File: src/rtl/z80_int_pkg.sv
// Shared types and helpers for the Z80 mode-2 interrupt controller.
package z80_int_pkg;

   localparam int unsigned VEC_W      = 8;
   localparam int unsigned PRIO_MAX_W = 32;

   typedef enum logic {
      IDLE = 1'b0,
      ACK  = 1'b1
   } int_state_e;

   // One-hot of the lowest set bit (index 0 = highest priority).
   function automatic logic [PRIO_MAX_W-1:0] prio_first(input logic [PRIO_MAX_W-1:0] v);
      return v & (~v + PRIO_MAX_W'(1));
   endfunction

endpackage

File: src/rtl/z80_int_if.sv
// CPU-side bus, source lines and status outputs of the interrupt controller.
interface z80_int_if
   import z80_int_pkg::*;
#(
   parameter int unsigned NUM_SRC = 4
);
   logic               cen;
   logic [NUM_SRC-1:0] src;
   logic               mask_we;
   logic [NUM_SRC-1:0] mask_din;
   logic [NUM_SRC-1:0] ack_clr;
   logic               m1_n;
   logic               iorq_n;
   logic               reti;
   logic               iei;
   logic               ieo;
   logic               int_n;
   logic               vec_oe;
   logic [VEC_W-1:0]   vec_out;
   logic [NUM_SRC-1:0] pending;
   logic [NUM_SRC-1:0] in_service;

   modport master (
      output cen, src, mask_we, mask_din, ack_clr, m1_n, iorq_n, reti, iei,
      input  ieo, int_n, vec_oe, vec_out, pending, in_service
   );

   modport slave (
      input  cen, src, mask_we, mask_din, ack_clr, m1_n, iorq_n, reti, iei,
      output ieo, int_n, vec_oe, vec_out, pending, in_service
   );
endinterface

File: src/rtl/z80_int_prio_enc.sv
// Fixed-priority encoder: lowest set bit wins, reported as one-hot and index.
module z80_int_prio_enc
   import z80_int_pkg::*;
#(
   parameter int unsigned W     = 4,
   parameter int unsigned IDX_W = (W > 1) ? $clog2(W) : 1
) (
   input  logic [W-1:0]     req_i,
   output logic [W-1:0]     onehot_o,
   output logic [IDX_W-1:0] idx_o,
   output logic             valid_o
);

   assign onehot_o = W'(prio_first(PRIO_MAX_W'(req_i)));
   assign valid_o  = |req_i;

   // Scan from the bottom of the priority order so the lowest index lands last.
   always_comb begin
      idx_o = '0;
      for (int i = int'(W) - 1; i >= 0; i--) begin
         if (req_i[i]) idx_o = IDX_W'(i);
      end
   end

endmodule

File: src/rtl/z80_int_ctrl.sv
// Z80 mode-2 interrupt controller with mask, fixed priority and daisy chain.
// Define Z80_INT_NESTED_EN to let higher-priority sources interrupt a running ISR.
module z80_int_ctrl
   import z80_int_pkg::*;
#(
   parameter int unsigned        NUM_SRC   = 4,
   parameter logic [VEC_W-1:0]   VEC_BASE  = 8'h08,
   parameter logic [NUM_SRC-1:0] EDGE_MASK = {NUM_SRC{1'b1}}
) (
   input logic     clk_sys,
   input logic     reset,
   z80_int_if.slave bus
);

   localparam int unsigned IDX_W = (NUM_SRC > 1) ? $clog2(NUM_SRC) : 1;

   int_state_e         state_q, state_d;
   logic [NUM_SRC-1:0] mask_q, mask_d;
   logic [NUM_SRC-1:0] pend_q, pend_d;
   logic [NUM_SRC-1:0] insvc_q, insvc_d;
   logic [NUM_SRC-1:0] hist_q;
   logic [NUM_SRC-1:0] sup_q, sup_d;
   logic [VEC_W-1:0]   vec_q, vec_d;
   logic               vec_oe_q, vec_oe_d;
   logic               int_n_q, int_n_d;

   logic               inta_c;
   logic               accept;
   logic [NUM_SRC-1:0] isv_oh, elig, win_oh, acc_oh, edge_set, reti_clr;
   logic [IDX_W-1:0]   win_idx, isv_idx_unused;
   logic               isv_valid, win_valid;

   assign inta_c = ~bus.m1_n & ~bus.iorq_n;

   z80_int_prio_enc #(.W(NUM_SRC), .IDX_W(IDX_W)) u_isv_enc (
      .req_i    (insvc_q),
      .onehot_o (isv_oh),
      .idx_o    (isv_idx_unused),
      .valid_o  (isv_valid)
   );

   // Sources allowed to compete given what is already in service.
`ifdef Z80_INT_NESTED_EN
   assign elig = isv_valid ? (isv_oh - NUM_SRC'(1)) : '1;
`else
   assign elig = isv_valid ? '0 : '1;
`endif

   z80_int_prio_enc #(.W(NUM_SRC), .IDX_W(IDX_W)) u_win_enc (
      .req_i    (pend_q & elig),
      .onehot_o (win_oh),
      .idx_o    (win_idx),
      .valid_o  (win_valid)
   );

   // Acknowledge state machine: latch vector on INTA, hold until INTA ends.
   always_comb begin
      state_d  = state_q;
      vec_d    = vec_q;
      vec_oe_d = vec_oe_q;
      accept   = 1'b0;
      case (state_q)
         IDLE: begin
            if (inta_c) begin
               state_d  = ACK;
               vec_oe_d = 1'b0;
               if (bus.iei && win_valid) begin
                  accept   = 1'b1;
                  vec_oe_d = 1'b1;
                  vec_d    = {VEC_BASE[VEC_W-1:1] + (VEC_W-1)'(win_idx), 1'b0};
               end
            end
         end
         ACK: begin
            if (!inta_c) begin
               vec_oe_d = 1'b0;
               state_d  = IDLE;
            end
         end
         default: state_d = IDLE;
      endcase
   end

   // Pending / in-service / level-suppress next state.
   always_comb begin
      acc_oh   = accept ? win_oh : '0;
      mask_d   = bus.mask_we ? bus.mask_din : mask_q;
      edge_set = EDGE_MASK & bus.src & ~hist_q & ~mask_d;
      sup_d    = ~EDGE_MASK & ((sup_q & bus.src) | acc_oh);
      pend_d   = (EDGE_MASK & (edge_set | (pend_q & ~bus.ack_clr & ~acc_oh)))
               | (~EDGE_MASK & bus.src & ~mask_d & ~sup_d);
      reti_clr = bus.reti ? isv_oh : '0;
      insvc_d  = (insvc_q & ~reti_clr) | acc_oh;
      int_n_d  = ~(bus.iei & win_valid);
   end

   always_ff @(posedge clk_sys or posedge reset) begin
      if (reset) begin
         state_q <= IDLE;
      end else if (bus.cen) begin
         state_q <= state_d;
      end
   end

   always_ff @(posedge clk_sys or posedge reset) begin
      if (reset) begin
         mask_q   <= '1;
         pend_q   <= '0;
         insvc_q  <= '0;
         hist_q   <= '0;
         sup_q    <= '0;
         vec_q    <= '0;
         vec_oe_q <= 1'b0;
         int_n_q  <= 1'b1;
      end else if (bus.cen) begin
         mask_q   <= mask_d;
         pend_q   <= pend_d;
         insvc_q  <= insvc_d;
         hist_q   <= bus.src;
         sup_q    <= sup_d;
         vec_q    <= vec_d;
         vec_oe_q <= vec_oe_d;
         int_n_q  <= int_n_d;
      end
   end

   assign bus.int_n      = int_n_q;
   assign bus.vec_oe     = vec_oe_q;
   assign bus.vec_out    = vec_q;
   assign bus.pending    = pend_q;
   assign bus.in_service = insvc_q;
   assign bus.ieo        = bus.iei & ~(|insvc_q);

endmodule

File: src/flat_wrapper.sv
// flat-port wrapper written by rule: the top's interface ports become plain ports
module z80_int_ctrl_flat import z80_int_pkg::*;
#(
   parameter int unsigned        NUM_SRC   = 4,
   parameter logic [VEC_W-1:0]   VEC_BASE  = 8'h08,
   parameter logic [NUM_SRC-1:0] EDGE_MASK = {NUM_SRC{1'b1}}
)
  (clk_sys, reset, bus_cen, bus_src, bus_mask_we, bus_mask_din, bus_ack_clr, bus_m1_n, bus_iorq_n, bus_reti, bus_iei, bus_ieo, bus_int_n, bus_vec_oe, bus_vec_out, bus_pending, bus_in_service);
  z80_int_if #(.NUM_SRC(NUM_SRC)) bus_i ();
  input logic clk_sys;
  input logic reset;
  input wire logic [$bits(bus_i.cen)-1:0] bus_cen;
  input wire logic [$bits(bus_i.src)-1:0] bus_src;
  input wire logic [$bits(bus_i.mask_we)-1:0] bus_mask_we;
  input wire logic [$bits(bus_i.mask_din)-1:0] bus_mask_din;
  input wire logic [$bits(bus_i.ack_clr)-1:0] bus_ack_clr;
  input wire logic [$bits(bus_i.m1_n)-1:0] bus_m1_n;
  input wire logic [$bits(bus_i.iorq_n)-1:0] bus_iorq_n;
  input wire logic [$bits(bus_i.reti)-1:0] bus_reti;
  input wire logic [$bits(bus_i.iei)-1:0] bus_iei;
  output wire logic [$bits(bus_i.ieo)-1:0] bus_ieo;
  output wire logic [$bits(bus_i.int_n)-1:0] bus_int_n;
  output wire logic [$bits(bus_i.vec_oe)-1:0] bus_vec_oe;
  output wire logic [$bits(bus_i.vec_out)-1:0] bus_vec_out;
  output wire logic [$bits(bus_i.pending)-1:0] bus_pending;
  output wire logic [$bits(bus_i.in_service)-1:0] bus_in_service;
  assign bus_i.cen = bus_cen;
  assign bus_i.src = bus_src;
  assign bus_i.mask_we = bus_mask_we;
  assign bus_i.mask_din = bus_mask_din;
  assign bus_i.ack_clr = bus_ack_clr;
  assign bus_i.m1_n = bus_m1_n;
  assign bus_i.iorq_n = bus_iorq_n;
  assign bus_i.reti = bus_reti;
  assign bus_i.iei = bus_iei;
  assign bus_ieo = bus_i.ieo;
  assign bus_int_n = bus_i.int_n;
  assign bus_vec_oe = bus_i.vec_oe;
  assign bus_vec_out = bus_i.vec_out;
  assign bus_pending = bus_i.pending;
  assign bus_in_service = bus_i.in_service;
  z80_int_ctrl #(.NUM_SRC(NUM_SRC), .VEC_BASE(VEC_BASE), .EDGE_MASK(EDGE_MASK)) u_core (.clk_sys(clk_sys), .reset(reset), .bus(bus_i));
endmodule
File: config.mk
export PLATFORM = sky130hd
export DESIGN_NAME = z80_int_ctrl_flat
export DESIGN_NICKNAME = d
export VERILOG_FILES = /design/src/rtl/z80_int_pkg.sv /design/src/rtl/z80_int_if.sv /design/src/rtl/z80_int_prio_enc.sv /design/src/rtl/z80_int_ctrl.sv /design/src/flat_wrapper.sv
export SDC_FILE = /design/constraint.sdc
export NUM_CORES = 1
export LEC_CHECK = 0
export BUFFER_PORTS_ARGS = -buffer_cell sky130_fd_sc_hd__buf_2
export CAP_MARGIN = 15
export CORE_MARGIN = 2
export CORE_UTILIZATION = 54
export CTS_BUF_LIST = sky130_fd_sc_hd__clkbuf_8
export DETAILED_ROUTE_END_ITERATION = 12
export PLACE_DENSITY_LB_ADDON = 0.12
export SLEW_MARGIN = 20
export SYNTH_ARGS = -nofsm -noshare
export SYNTH_HDL_FRONTEND = slang
export SYNTH_SLANG_ARGS = --single-unit
File: constraint.sdc
create_clock -name clk_sys -period 5.1 [get_ports clk_sys]
set_clock_uncertainty 0.2 [all_clocks]
set_input_delay 0.51 -clock clk_sys [delete_from_list [all_inputs] [get_ports clk_sys]]
set_output_delay 0.51 -clock clk_sys [all_outputs]
set_load 0.02 [all_outputs]
==> out/metrics.yaml, run 1 <==
grt_pass1_vias: 818
hold_buffers: 0
worst_path_max_delay_cell: "or4_4"
first_pass_iters: 4
finalSetupViolCount: 0
power.density_nw_per_um2: 356
cp-end-kind: "register"
detail-route-antenna-nets: 0
hold_class: "in -> async"
clkTransAtPathRegs_ns: 0.08
layout_min_cycle_time_ns: 2.23
vias: 840
finalSetupTns_ns: 0
antenna_found_initial: 0
max-cap-violations: 0
viasPerCell: 5.15
tritoncts: "yes"
hold_viol_final: 0
cp_max_fo: 10
irDropWorstVdd_mv: 0.234
worst_ep_arrival_time_ns: 2.17
core_area_um2: 1920
async_reset_ff_share_pct: 100
clk_path_buf_depth: 2
crit_type: "reg -> reg"
place_hpwl_um: 1480
multi_input_area_um2: 445
rows: 16
relSlewSlack_pct: 46.6
r2r_slack_ns: 2.87
ys_types: 31
drc: 0
period_share_pct: 43.7
tightestPinTransition_ns: 0.800
clk_latency_ns: 0.26
ctsRootBufferMaster: "clkbuf_8"
place_congestion: 0.767
die_h_um: 48.6
diodes: 0
cts_buffers: 3
synth_edf_count: 0
layout.nets: 157
seq_area_frac_synth_pct: 51.9
path_delay_family: "simple AND/OR/NAND/NOR gates"
synth_cells: 104
grt_max_degree: 23
grt_pass1_wl_um: 3600
drt_iter0_markers: 9
postCtsSetupBuffers: 0
status: "complete, no violations"
die_w_um: 48.6
cp.required_ns: 5.04
globalRouteTotalUtil_pct: 19.6
avgSynthCellArea_um2: 10.3
n_fill_cell: 170
drv_slew: 0
yosysWarningCount: 0
wl_per_cell_um: 12.2
critPathMaxStageDelay_ns: 0.61
register_area_um2: 557
cts_resized: 0
final_common_cell: "buf_2"
synth_seq_cells: 22
synth_ff_type: "dfrtp_1"
initial_utilization_pct: 55.9
port_buffers: 33
rsz0062_at_grt: "false"
max_freq_ghz: 0.448
grt_overflow: 0
cp.buffers_inverters: 0
drt_wl_total_um: 2000
die_area_um2: 2360
syn2layout_area_growth_pct: 18.5
totalPowerFinal_mw: 0.453
cts_max_level: 1
syn_area_um2: 1070
path_cells: "or3_4 -> or4_4 -> nor2_4 -> mux2_1"
p_leak_nw: 0.642
cts.sinks: 22
io_pins: 39
drive_gt1_share_pct: 37.5
final_cell_mix: "buf_2, dfrtp_1, nand2_1"
finish.utilization_pct: 66.2
start_kind: "register"
-- metal layers --
metal / track usage [%] / up-vias / wire length [µm]
li1: - / 417 / -
met1: 26.5 / 390 / 870
met2: 32.4 / 28 / 993
met3: 2.78 / 5 / 98
met4: 7.14 / 0 / 34
met5: 0 / - / 0
-- Yosys cell counts (2+ instances only) --
cell type	count	area, µm²
dfrtp_1	17	425
nand2_1	14	52.6
inv_1	7	26.3
mux2_2	7	78.8
o21ai_0	6	30.0
buf_4	5	37.5
dfstp_2	5	131
nor2_1	4	15.0
nor3_1	4	20.0
o31ai_1	4	30.0
a21oi_1	3	15.0
clkbuf_1	3	11.3
o21ai_1	3	15.0
a21o_1	2	15.0
mux2i_1	2	20.0
nand4b_1	2	17.5
o211ai_1	2	15.0
-- flip-flops by register name (all words and copies together) (netlist names) --
register               count
u_core.bus.in_service      4
u_core.hist_q              4
u_core.bus.vec_out         3
u_core.bus.pending         4
u_core.state_q             1
u_core.mask_q              4
u_core.bus.vec_oe          1
u_core.bus.int_n           1
-- path summary, 6_finish.rpt --
path	startpoint	endpoint	cells after the start
min	reset	u_core.hist_q[2]	2
max in group asynchronous	reset	u_core.state_q	2
max	u_core.bus.in_service[0]	u_core.bus.vec_out[1]	4
min reg2reg	u_core.hist_q[2]	u_core.bus.pending[2]	1
min in group clk_sys	bus_m1_n	u_core.state_q	2
max reg2reg	u_core.bus.in_service[0]	u_core.bus.vec_out[1]	4
-- cells by family (layout without fill, tap and decap cells) --
group / count (synthesis) / count (layout) / synth area share [%]
other: 1 / 5 / 0.349
multiplexers: 10 / 10 / 10.3
AO/OA/AOI/OAI: 23 / 23 / 13.6
flip-flops: 22 / 22 / 51.9
buffers and inverters: 16 / 44 / 8.04
AND/OR/NAND/NOR: 32 / 32 / 15.9
-- report_power, final --
| group | total (mW) | internal [mW] | switching (mW) | leakage [nW] |
|---|---|---|---|---|
| combinational | 0.120 | 0.0471 | 0.0726 | 0.346 |
| sequential | 0.226 | 0.207 | 0.0190 | 0.269 |
| clock | 0.108 | 0.0537 | 0.0540 | 0.0269 |
| total | 0.453 | 0.308 | 0.146 | 0.642 |
-- final cells by class --
cell class	instances	area share, %
Clock buffer	3	3.24
Timing Repair Buffer	33	13.0
Tap cell	27	2.65
Multi-Input combinational cell	70	35.0
Clock inverter	1	0.295
Sequential cell	22	43.8
Inverter	7	2.06
-- stage by stage --
step	worst slack, ns	area [µm²]	hold WS (ns)	cells
floorplan	2.82	1090	0.229	108
global placement	2.79	1230	0.246	159
detailed placement	2.74	1230	0.260	159
CTS	2.86	1270	0.228	163
global route	2.79	1270	0.250	163
finish	2.87	1270	0.190	163
Note: power is estimated with default switching activity, not from simulation.
==> run 2: changes to the inputs <==
--- a/config.mk
+++ b/config.mk
@@ -8,7 +8,7 @@
 export BUFFER_PORTS_ARGS = -buffer_cell sky130_fd_sc_hd__buf_2
 export CAP_MARGIN = 15
 export CORE_MARGIN = 2
-export CORE_UTILIZATION = 54
+export CORE_UTILIZATION = 45
 export CTS_BUF_LIST = sky130_fd_sc_hd__clkbuf_8
 export DETAILED_ROUTE_END_ITERATION = 12
 export PLACE_DENSITY_LB_ADDON = 0.12
==> constraint.sdc (replaced) <==
create_clock -name clk_sys -period 1.9 [get_ports clk_sys]
set_clock_uncertainty 0.2 [all_clocks]
set_input_delay 0.19 -clock clk_sys [delete_from_list [all_inputs] [get_ports clk_sys]]
set_output_delay 0.19 -clock clk_sys [all_outputs]
set_load 0.02 [all_outputs]
==> out/metrics.yaml, run 2 (synthesis gave the netlist of run 1 again) <==
max-cap-violations: 0
r2r_slack_ns: -0.15
finalInstanceArea_um2: 1530
drt_wl_total_um: 2290
die_area_um2: 2790
viasPerCell: 4.79
instances_no_fill: 188
place_congestion: 0.781
min_delay_path_depth: 4
globalRouteTotalUtil_pct: 18.6
drt_iter0_markers: 10
max_freq_ghz: 0.488
ctsRootBufferMaster: "clkbuf_8"
io_pins: 39
grt_pass1_wl_um: 3690
worst_ep_arrival_time_ns: 1.99
setup_slack_ns: -0.149
diodes: 0
hold_class: "in -> reg"
pwr-share-clk_pct: 21.6
cp_max_fo: 3
power.density_nw_per_um2: 845
p_leak_nw: 0.769
tritoncts: "yes"
clk_path_buf_depth: 2
cp.required_ns: 1.84
cp-end-kind: "register"
register_area_um2: 559
final_common_cell: "buf_2"
swShare_pct: 31.6
n_fill_cell: 183
power_frac_seq_pct: 47.0
combPwrFrac_pct: 31.5
crit_type: "reg -> reg"
grt_max_degree: 23
clk_latency_ns: 0.25
irDropWorstVdd_mv: 0.590
holdPathEnd: "u_core.bus.pending[3]"
switching_power_mw: 0.408
status: "finished, violations left"
layout_min_cycle_time_ns: 2.05
cts.sinks: 22
layout.nets: 181
r2r_end: "u_core.bus.vec_out[1]"
drive_gt1_share_pct: 46.9
totalPowerFinal_mw: 1.29
finalSetupViolCount: 9
drc: 0
core_area_um2: 2230
start_kind: "register"
rows: 17
cts_buffers: 3
initial_utilization_pct: 48.1
clkTransAtPathRegs_ns: 0.07
r2r_cells: 4
dp_cells: 174
grt_pass1_vias: 847
grt_overflow: 0
dpl_cell_area_um2: 1340
r2r-start: "u_core.state_q"
rsz0062_at_grt: "true"
period_share_pct: 108
wl_per_cell_um: 12.2
vias: 900
cts_max_level: 1
finish.utilization_pct: 68.5
detail-route-antenna-nets: 0
drv_slew: 0
multi_input_area_um2: 488
final_cell_mix: "buf_2, dfrtp_1, nand2_1"
syn2layout_area_growth_pct: 42.4
violations: "negative setup slack"
die_w_um: 52.8
antenna_found_initial: 0
place_hpwl_um: 1630
first_pass_iters: 3
hold_start: "bus_ack_clr[3]"
hold_viol_final: 0
internal_power_mw: 0.885
die_h_um: 52.8
port_buffers: 33
-- run 2: changes by cell type in the layout (fill, tap and decap cells not counted), moves of 2 or more --
| cell | before | now |
|---|---|---|
| buf_4 | 0 | 13 |
| dlygate4sd3_1 | 0 | 9 |
| buf_6 | 0 | 2 |
| dfrtp_1 | 17 | 15 |
| dfrtp_2 | 0 | 2 |
-- run 2: worst max-delay path: stages (launching register included) --
cell and delay (ns):
dfrtp_1 0.39, or3_4 0.34, or4_4 0.56, nor2_4 0.15
mux2_4 0.30
-- run 2: cell type report --
class | count | area share (%)
well taps | 28 | 2.29
clock inverters | 1 | 0.245
repair buffers | 57 | 24.5
inverters | 7 | 1.72
flip-flops and latches | 22 | 36.6
clock buffers | 3 | 2.70
multi-input cells | 70 | 31.9
-- run 2: metal layers --
| metal | part of all wire, % | GRT usage [%] | up-vias |
|---|---|---|---|
| li1 | - | - | 464 |
| met1 | 43 | 23.0 | 408 |
| met2 | 52 | 32.9 | 24 |
| met3 | 3.8 | 2.57 | 4 |
| met4 | 1.2 | 6.41 | 0 |
| met5 | 0 | 0 | - |
-- run 2: what timing repair did --
action,4_1_cts,5_1_grt
pin swaps,2,5
hold buffers,9,0
setup buffers,2,0
resized for setup,2,7
hold endpoints to repair,25,0
endpoints found under the setup margin,11,11
-- run 2: power groups by stage --
stage                     clock network, mW  registers (mW)  logic, mW
final                                 0.279           0.607      0.407
after global routing                  0.311           0.615      0.445
after CTS                             0.286           0.606      0.396
after detailed placement                  0           0.614      0.377
after global placement                    0           0.610      0.372
after floorplan                           0           0.678      0.167
-- run 2: how the worst max path moves through the flow --
stage	startpoint	endpoint	slack, ns	cells past startpoint
final	u_core.state_q	u_core.bus.vec_out[1]	-0.15	4
after global routing	u_core.state_q	u_core.bus.vec_out[1]	-0.18	4
after CTS	u_core.bus.in_service[0]	u_core.bus.pending[1]	-0.18	5
after detailed placement	u_core.state_q	u_core.bus.in_service[3]	-0.17	4
after global placement	u_core.state_q	u_core.bus.vec_out[1]	-0.13	4
after floorplan	u_core.bus.in_service[0]	u_core.bus.vec_out[1]	-0.24	5
-- run 2: per-stage QoR --
stage / setup TNS, ns / setup slack [ns] / hold WS [ns]
finish: -0.629 / -0.149 / 0.0153
global route: -0.977 / -0.175 / 0.0179
CTS: -1.27 / -0.185 / 0.00993
detailed placement: -0.979 / -0.173 / 0.0379
global placement: -0.695 / -0.131 / 0.0312
floorplan: -0.496 / -0.237 / -0.0246
==> run 3: changes to the inputs <==
--- a/config.mk
+++ b/config.mk
@@ -6,9 +6,8 @@
 export NUM_CORES = 1
 export LEC_CHECK = 0
 export BUFFER_PORTS_ARGS = -buffer_cell sky130_fd_sc_hd__buf_2
-export CAP_MARGIN = 15
 export CORE_MARGIN = 2
-export CORE_UTILIZATION = 45
+export CORE_UTILIZATION = 34
 export CTS_BUF_LIST = sky130_fd_sc_hd__clkbuf_8
 export DETAILED_ROUTE_END_ITERATION = 12
 export PLACE_DENSITY_LB_ADDON = 0.12
==> out/metrics.yaml, run 3 (synthesis gave the netlist of run 1 again) <==
cp-end-kind: "register"
hold_class: "in -> reg"
grt_pass1_vias: 933
final_cell_mix: "buf_2, buf_4, dfrtp_1"
tritoncts: "yes"
startpoint: "u_core.state_q"
max-cap-violations: 0
clk_latency_ns: 0.26
grt_max_degree: 18
r2r_cells: 4
clkTransAtPathRegs_ns: 0.08
cp_max_fo: 3
layout.nets: 184
period_share_pct: 105
status: "finished, violations left"
first_pass_iters: 3
cp.required_ns: 1.85
initial_utilization_pct: 35.5
p_leak_nw: 0.783
r2r_slack_ns: -0.09
core_area_um2: 3030
diodes: 0
grt_pass1_wl_um: 3980
violations: "negative setup slack"
wl_per_cell_um: 11.4
drt_iter0_markers: 24
antenna_found_initial: 0
crit_type: "reg -> reg"
hold_ws_ns: 0.00374
finalSetupTns_ns: -0.228
drt_wl_total_um: 2360
port_buffers: 33
r2r_end: "u_core.bus.vec_out[1]"
worstSetupEndpoint: "u_core.bus.vec_out[1]"
hold_viol_final: 0
totalPowerFinal_mw: 1.35
dp_cells: 191
multi_input_area_um2: 478
cts.sinks: 22
drc: 0
setup_slack_ns: -0.0856
hold_start: "bus_ack_clr[3]"
n_fill_cell: 300
die_w_um: 60.2
place_congestion: 0.738
cts_max_level: 1
irDropWorstVdd_mv: 0.359
power.density_nw_per_um2: 862
layout_min_cycle_time_ns: 1.99
drv_slew: 0
r2r-start: "u_core.state_q"
place_hpwl_um: 1850
rsz0062_at_grt: "true"
worst_ep_arrival_time_ns: 1.94
die_h_um: 60.2
finish.utilization_pct: 51.9
clk_path_buf_depth: 2
start_kind: "register"
instances_no_fill: 207
final_common_cell: "buf_2"
rows: 20
finalSetupViolCount: 6
vias: 926
globalRouteTotalUtil_pct: 15.0
viasPerCell: 4.47
die_area_um2: 3620
detail-route-antenna-nets: 0
register_area_um2: 559
ctsRootBufferMaster: "clkbuf_8"
cts_buffers: 3
max_freq_ghz: 0.504
drive_gt1_share_pct: 47.2
io_pins: 39
grt_overflow: 0
syn2layout_area_growth_pct: 46.3
## run 3: layer usage
| metal | share of wire (%) | global-route usage (%) |
|---|---|---|
| met1 | 44 | 18.6 |
| met3 | 4.3 | 2.38 |
| met5 | 0 | 0 |
| met2 | 50 | 25.5 |
| met4 | 1.6 | 6.67 |
## run 3: worst min path at each step
| stage | end | slack (ns) | cells past startpoint |
|---|---|---|---|
| after floorplan | u_core.bus.in_service[2] | -0.02 | 1 |
| after global placement | u_core.hist_q[3] | -0.05 | 2 |
| after detailed placement | u_core.hist_q[3] | -0.06 | 2 |
| after CTS | u_core.bus.pending[3] | 0.004 | 4 |
| after global routing | u_core.bus.pending[3] | 0.02 | 4 |
| final | u_core.bus.pending[3] | 0.004 | 4 |
## run 3: area by class of cell
class / instances / share of cell area (%)
repair buffers: 60 / 25.3
multi-input cells: 70 / 30.4
flip-flops and latches: 22 / 35.6
clock buffers: 4 / 3.51
inverters: 7 / 1.67
well taps: 44 / 3.51
## run 3: repair_timing
item                       CTS  global route
hold buffers                 9             0
pin swaps                    2             0
resized for setup            5             2
setup buffers                1             2
setup endpoints to repair   10            11
hold endpoints to repair    31             0
## run 3: critical path: stages, from the launching register on
cell and delay (ns):
dfrtp_1 0.38, or3_4 0.33, or4_4 0.56, nor2_4 0.11, mux2_4 0.29
## run 3: report_power, final
part	leakage [nW]	internal, mW	switching (mW)
registers	0.266	0.556	0.0497
logic	0.488	0.191	0.217
clock network	0.0288	0.185	0.155
total	0.783	0.932	0.422
## run 3: through the flow
step	instance area, µm²	setup WS [ns]
finish	1570	-0.0856
global route	1570	-0.137
CTS	1550	-0.0882
detailed placement	1370	-0.157
global placement	1370	-0.122
floorplan	1090	-0.237
